===== config.mk =====
export PLATFORM = sky130hd
export DESIGN_NAME = keypad_decoder
export DESIGN_NICKNAME = d
export VERILOG_FILES = /design/src/rtl/keypad_decoder.sv
export SDC_FILE = /design/constraint.sdc
export NUM_CORES = 1
export LEC_CHECK = 0
export BUFFER_PORTS_ARGS = -buffer_cell sky130_fd_sc_hd__buf_2
export CAP_MARGIN = 20
export CORE_MARGIN = 2
export CORE_UTILIZATION = 34
export CTS_CLUSTER_DIAMETER = 60
export DETAILED_ROUTE_END_ITERATION = 10
export GPL_ROUTABILITY_DRIVEN = 0
export PLACE_DENSITY = 0.49
export SYNTH_ARGS = -nofsm -noshare
export SYNTH_HDL_FRONTEND = slang
export SYNTH_SLANG_ARGS = --single-unit

===== constraint.sdc =====
create_clock -name clock -period 2.8 [get_ports clock]
set_input_delay 0.28 -clock clock [delete_from_list [all_inputs] [get_ports clock]]
set_output_delay 0.28 -clock clock [all_outputs]
set_load 0.05 [all_outputs]

===== src/rtl/keypad_decoder.sv =====
// keypad_decoder: scans a 4x6 calculator keypad, debounces press and release,
// and emits one single-cycle event pulse per accepted key with its decoded code.
// Optional build macro: AUTOREPEAT_EN adds hold-to-repeat for hex keys and BS.
module keypad_decoder #(
  parameter int SCAN_TICKS      = 4,
  parameter int DEBOUNCE_CYCLES = 4
`ifdef AUTOREPEAT_EN
  ,
  parameter int REPEAT_DELAY    = 32,
  parameter int REPEAT_PERIOD   = 8
`endif
) (
  input  logic       clock,
  input  logic       reset,
  input  logic [3:0] rows,
  output logic [5:0] cols,
  output logic       newhex,
  output logic [3:0] hexcode,
  output logic       newop,
  output logic [1:0] opcode,
  output logic       eq,
  output logic       BS
);

  localparam int TW = (SCAN_TICKS > 1) ? $clog2(SCAN_TICKS) : 1;
  localparam int DW = $clog2(DEBOUNCE_CYCLES + 1);
  localparam logic [TW-1:0] TICK_LAST = TW'(SCAN_TICKS - 1);
  // A counter equal to DB_LAST means the next qualifying sample is the final one.
  localparam logic [DW-1:0] DB_LAST   = DW'(DEBOUNCE_CYCLES - 1);

`ifdef AUTOREPEAT_EN
  localparam int RMAX = (REPEAT_DELAY > REPEAT_PERIOD) ? REPEAT_DELAY : REPEAT_PERIOD;
  localparam int RW   = $clog2(RMAX + 1);
  localparam logic [RW-1:0] RPT_DELAY_LAST  = RW'(REPEAT_DELAY - 1);
  localparam logic [RW-1:0] RPT_PERIOD_LAST = RW'(REPEAT_PERIOD - 1);
`endif

  typedef enum logic [1:0] {
    ST_SCAN     = 2'd0,
    ST_DEBOUNCE = 2'd1,
    ST_HELD     = 2'd2
  } state_e;

  // True when exactly one row line is pulled low.
  function automatic logic single_low(input logic [3:0] r);
    logic [3:0] low;
    low = ~r;
    return (low != 4'b0000) && ((low & (low - 4'd1)) == 4'b0000);
  endfunction

  // Index of the low row in a single-low pattern.
  function automatic logic [1:0] row_index(input logic [3:0] r);
    logic [1:0] idx;
    case (r)
      4'b1110: idx = 2'd0;
      4'b1101: idx = 2'd1;
      4'b1011: idx = 2'd2;
      4'b0111: idx = 2'd3;
      default: idx = 2'd0;
    endcase
    return idx;
  endfunction

  // Column sequence 0..5 with wrap.
  function automatic logic [2:0] next_col(input logic [2:0] c);
    logic [2:0] n;
    if (c >= 3'd5) begin
      n = 3'd0;
    end else begin
      n = c + 3'd1;
    end
    return n;
  endfunction

  // One-hot active-low drive pattern for a column index.
  function automatic logic [5:0] col_drive(input logic [2:0] c);
    return ~(6'b000001 << c);
  endfunction

  state_e          state_q;
  logic [2:0]      col_q;
  logic [5:0]      cols_q;
  logic [TW-1:0]   tick_q;
  logic [3:0]      row_q;
  logic [DW-1:0]   match_q;
  logic [DW-1:0]   rel_q;
  logic            newhex_q;
  logic [3:0]      hexcode_q;
  logic            newop_q;
  logic [1:0]      opcode_q;
  logic            eq_q;
  logic            bs_q;
`ifdef AUTOREPEAT_EN
  logic [RW-1:0]   rpt_cnt_q;
  logic            rpt_first_q;
`endif

  logic [1:0]      key_row_s;
  logic            is_hex_s;
  logic            is_op_s;
  logic            is_eq_s;
  logic            is_bs_s;
  logic [3:0]      key_hex_s;
  logic [2:0]      col_next_s;

  // Classify the latched key (row_q, col_q) according to the keypad map.
  always_comb begin
    key_row_s  = row_index(row_q);
    is_hex_s   = 1'b0;
    is_op_s    = 1'b0;
    is_eq_s    = 1'b0;
    is_bs_s    = 1'b0;
    key_hex_s  = {key_row_s, col_q[1:0]};
    col_next_s = next_col(col_q);
    if (col_q < 3'd4) begin
      is_hex_s = 1'b1;
    end else if (col_q == 3'd4) begin
      if (key_row_s == 2'd3) begin
        is_eq_s = 1'b1;
      end else begin
        is_op_s = 1'b1;
      end
    end else begin
      // Column 5: only row 0 (backspace) is populated; rows 1-3 are dead keys.
      is_bs_s = (key_row_s == 2'd0);
    end
  end

  // Scan / debounce / held state machine with registered event outputs.
  always_ff @(posedge clock) begin
    if (reset) begin
      state_q     <= ST_SCAN;
      col_q       <= 3'd0;
      cols_q      <= 6'b111110;
      tick_q      <= '0;
      row_q       <= 4'b1111;
      match_q     <= '0;
      rel_q       <= '0;
      newhex_q    <= 1'b0;
      hexcode_q   <= 4'h0;
      newop_q     <= 1'b0;
      opcode_q    <= 2'b00;
      eq_q        <= 1'b0;
      bs_q        <= 1'b0;
`ifdef AUTOREPEAT_EN
      rpt_cnt_q   <= '0;
      rpt_first_q <= 1'b1;
`endif
    end else begin
      // Event pulses last exactly one cycle unless re-fired below.
      newhex_q <= 1'b0;
      newop_q  <= 1'b0;
      eq_q     <= 1'b0;
      bs_q     <= 1'b0;

      case (state_q)
        ST_SCAN: begin
          if (tick_q == TICK_LAST) begin
            tick_q <= '0;
            if (single_low(rows)) begin
              // The detection sample itself is the first match.
              row_q   <= rows;
              match_q <= DW'(1);
              state_q <= ST_DEBOUNCE;
            end else begin
              col_q  <= col_next_s;
              cols_q <= col_drive(col_next_s);
            end
          end else begin
            tick_q <= tick_q + TW'(1);
          end
        end

        ST_DEBOUNCE: begin
          if (rows == row_q) begin
            if (match_q == DB_LAST) begin
              state_q  <= ST_HELD;
              rel_q    <= '0;
              newhex_q <= is_hex_s;
              newop_q  <= is_op_s;
              eq_q     <= is_eq_s;
              bs_q     <= is_bs_s;
              if (is_hex_s) begin
                hexcode_q <= key_hex_s;
              end else begin
                hexcode_q <= hexcode_q;
              end
              if (is_op_s) begin
                opcode_q <= key_row_s;
              end else begin
                opcode_q <= opcode_q;
              end
`ifdef AUTOREPEAT_EN
              rpt_cnt_q   <= '0;
              rpt_first_q <= 1'b1;
`endif
            end else begin
              match_q <= match_q + DW'(1);
            end
          end else begin
            // Bounce or a different pattern: abandon without an event.
            state_q <= ST_SCAN;
            tick_q  <= '0;
            match_q <= '0;
            col_q   <= col_next_s;
            cols_q  <= col_drive(col_next_s);
          end
        end

        ST_HELD: begin
          if (rows == 4'b1111) begin
            if (rel_q == DB_LAST) begin
              state_q <= ST_SCAN;
              tick_q  <= '0;
              rel_q   <= '0;
              match_q <= '0;
              col_q   <= col_next_s;
              cols_q  <= col_drive(col_next_s);
            end else begin
              rel_q <= rel_q + DW'(1);
            end
          end else begin
            // Any low row (the held key or rollover keys) restarts release timing.
            rel_q <= '0;
`ifdef AUTOREPEAT_EN
            if (is_hex_s || is_bs_s) begin
              if (rpt_cnt_q == (rpt_first_q ? RPT_DELAY_LAST : RPT_PERIOD_LAST)) begin
                rpt_cnt_q   <= '0;
                rpt_first_q <= 1'b0;
                newhex_q    <= is_hex_s;
                bs_q        <= is_bs_s;
              end else begin
                rpt_cnt_q <= rpt_cnt_q + RW'(1);
              end
            end else begin
              rpt_cnt_q <= rpt_cnt_q;
            end
`endif
          end
        end

        default: begin
          state_q <= ST_SCAN;
          tick_q  <= '0;
          col_q   <= 3'd0;
          cols_q  <= 6'b111110;
          match_q <= '0;
          rel_q   <= '0;
        end
      endcase
    end
  end

  assign cols    = cols_q;
  assign newhex  = newhex_q;
  assign hexcode = hexcode_q;
  assign newop   = newop_q;
  assign opcode  = opcode_q;
  assign eq      = eq_q;
  assign BS      = bs_q;

endmodule


==> results by group <==
Clock tree
  • H-tree levels: 2
  • Number of buffers added by the clock tree synthesis step: 5
  • CTS max path bufs: 2
  • Clock-pin transition on the worst setup and hold timing paths: 0.07 ns
  • Count of clock tree sinks: 33
  • Post-CTS setup buffer count: 0
  • Post-cts hold buffer count: 0
  • Buffer cell driving the clock tree root: clkbuf_8
  • Cells resized by post-CTS repair: 0
  • Clk_lat worst skew: around 0.28 ns
  • CTS tree: done

Global route
  • First-pass GRT wire length: around 5900 um
  • Number of global-route vias before repair: about 1,300
  • Largest net degree at the start of global routing: 37
  • Grt total ovfl: 0
  • GR Util met2: 23.9%
  • Busiest layer in global routing: met2
  • Global Route met3 Usage: under 10%
  • Global routing met1 resource utilization: 17.0%
  • Gr usage total: 14.4%
  • Initial antenna violation count: 0

STA
  • Normalized max-slew margin: 56.1%
  • Count of pins over their slew limit: 0
  • Setup-violating endpoint count in the final report: 0
  • Final period demand of the worst path: 2.05 ns
  • Transition time at the pin with the least slew margin: 0.653 ns
  • Post-route clock skew: 0.00430 ns
  • RSZ-0062 raised after global routing: false
  • Final Cycle Share: 73.1%
  • Max frequency: around 490 MHz
  • Total negative slack: 0 ns
  • Final hold viol count: 0
  • Worst-case hold slack: 0.339 ns

Drt
  • Vias/cell: 5.30
  • First DRT Iteration DRCs: 66
  • Number of remaining DRC errors: 0
  • Via count: 1,384
  • Detail Route Antenna Nets: 0
  • Total routed wirelength: 3520 um
  • Routed length per instance: 13.5 um
  • DR pass1 iterations: 4

Synthesis
  • Net Count, Synth: 201
  • Count of flip-flops with a built-in enable after synthesis: 0
  • Post-synthesis sequential area ratio: 40.1%
  • Share of synthesized flip-flops with an asynchronous set or reset: 0%
  • Synthesized area: 0.00165 sq mm
  • Post-synthesis area per instance: 8.77 sq um
  • Synthesized instance count: 188
  • Main synth FF type: dfxtp_1
  • Library cells used by synthesis: 40
  • Number of synthesized register bits: 33
  • Cell types occupying the most area after synthesis: dfxtp_1, mux2i_1, ha_1
  • Number of warnings issued by yosys: 0
  • Portion of synthesized cell area occupied by the leading cell type: between 40% and 50%
  • Library cell occupying the most area in the post-synthesis netlist: dfxtp_1

Critical path
  • Max stage delay cell, worst path: or4b_1
  • Startpoint type of the worst setup path: flip-flop
  • Crit path largest cell delay: 0.67 ns
  • Number of buffers and inverters on the critical path: 0
  • Worst setup path class: reg -> reg
  • Cell depth of the worst flop-to-flop path: 5
  • Worst Path Arrival: about 2.3 ns
  • Required time of the worst setup path: 3.01 ns
  • Critical path depth in cells: 5
  • Cell type group with the largest total delay on the critical path: simple AND/OR/NAND/NOR gates
  • CP cell instances: xnor2_1 -> nand4_2 -> or4b_1 -> or3b_1 -> a21oi_1
  • Critical path capture point type: flip-flop
  • Crit path max fanout: 9

Die
  • # IOs: 22
  • Total number of placement rows: 25
  • Die Y-Extent: 73.6 um
  • Placeable core area: 0.00469 sq mm
  • Initial Util: between 30% and 40%
  • Die Span X: 73.6 um
  • Die Footprint: 0.00542 sq mm

Place
  • Area post-placement: 0.00177 sq mm
  • Port bufs: 21
  • HPWL Detailed: 2680 um
  • Placed Cells incl. Taps: 254

Final layout
  • Antenna fix cells: 0
  • Share of layout cells above drive strength 1: 15.5%
  • Leading cell types in the layout, fill and taps excluded: dfxtp_1, buf_2, nor2_1, nand2_1
  • Count of nets after finishing: 220
  • Final Instance Area: 0.00186 sq mm
  • Layout overhead on the synthesized area: 12.9%
  • Most common library cell in the layout ignoring fill and taps: dfxtp_1
  • Post-layout utilization of the core: 39.7%
  • Layout Cells excl Fill: around 260

Job
  • Number of maximum-capacitance constraint violations: 0

Power and ir drop
  • Standby leakage power: 0.808 nW
  • Pwr Density: about 500 mW/mm^2
  • Peak supply drop: 0.157 mV

Status
  • Status: finished clean

Worst hold path
  • Depth of the worst hold-timing path: 3
  • Min-delay worst type: in -> reg
[routing by layer]
metal  vias up  share of wire (%)
met5         -                  0
met4         0                1.8
met3         7                3.7
met2        19                 48
met1       650                 47
li1        708                  -
[sequential cells by signal, summed over array words and instances (netlist names)]
signal / cells
match_q: 3
hexcode: 4
row_q: 4
opcode: 2
eq: 1
state_q: 2
newhex: 1
BS: 1
tick_q: 2
rel_q: 3
col_q: 3
newop: 1
cols: 6
[logic make-up (layout without fill, tap and decap cells)]
logic type,count (synthesis),after routing,share of synthesized area (%)
simple gates,69,69,21.9
compound gates,35,35,14.2
flops,33,33,40.1
buf+inv,24,43,6.68
mux,14,14,8.66
fa+ha+maj,7,7,5.31
xor+xnor,6,6,3.19
[where the power goes]
group / total, mW / internal, mW / switching (mW)
Clock: 0.358 / 0.195 / 0.163
Sequential: 0.491 / 0.481 / 0.0103
Combinational: 0.0973 / 0.0358 / 0.0615
[through the flow]
step                      power (mW)  setup slack [ns]
after floorplan                0.580             0.879
after global placement         0.595             0.784
after CTS                      0.960             0.775
after global routing           0.995             0.605
final                          0.946             0.755
after detailed placement       0.600             0.721
[final timing paths]
| kind | endpoint | slack (ns) | startpoint |
|---|---|---|---|
| min | row_q[2] | 0.34 | rows[2] |
| max reg2reg | opcode[1] | 0.75 | row_q[0] |
| min reg2reg | rel_q[2] | 0.46 | rel_q[2] |
| max | opcode[1] | 0.75 | row_q[0] |
[synth_stat cells (4+ instances only)]
master and count:
nor2_1 19, buf_2 4, nand3_1 4, ha_1 7
nor3_1 8, clkbuf_1 5, nor4_1 4, mux2i_1 12
or3_1 5, xnor2_1 5, a211oi_1 6, dfxtp_1 33
o211ai_1 4, a21oi_1 8, o21ai_0 7, nand2_1 14
inv_1 12
[area by class of cell]
cell class | count | area [sq um]
fillers | 496 | 2830
flip-flops and latches | 33 | 661
multi-input cells | 131 | 877
repair buffers | 23 | 120
clock buffers | 7 | 86.3
well taps | 54 | 67.6
inverters | 13 | 48.8
[tightest hold or removal path: cells and delay by family]
| kind | cells | cell delay [ns] |
|---|---|---|
| buf+inv | 1 | 0.16 |
| mux | 1 | 0.09 |
| simple gates | 1 | 0.06 |
Note: power is estimated with default switching activity, not from simulation.
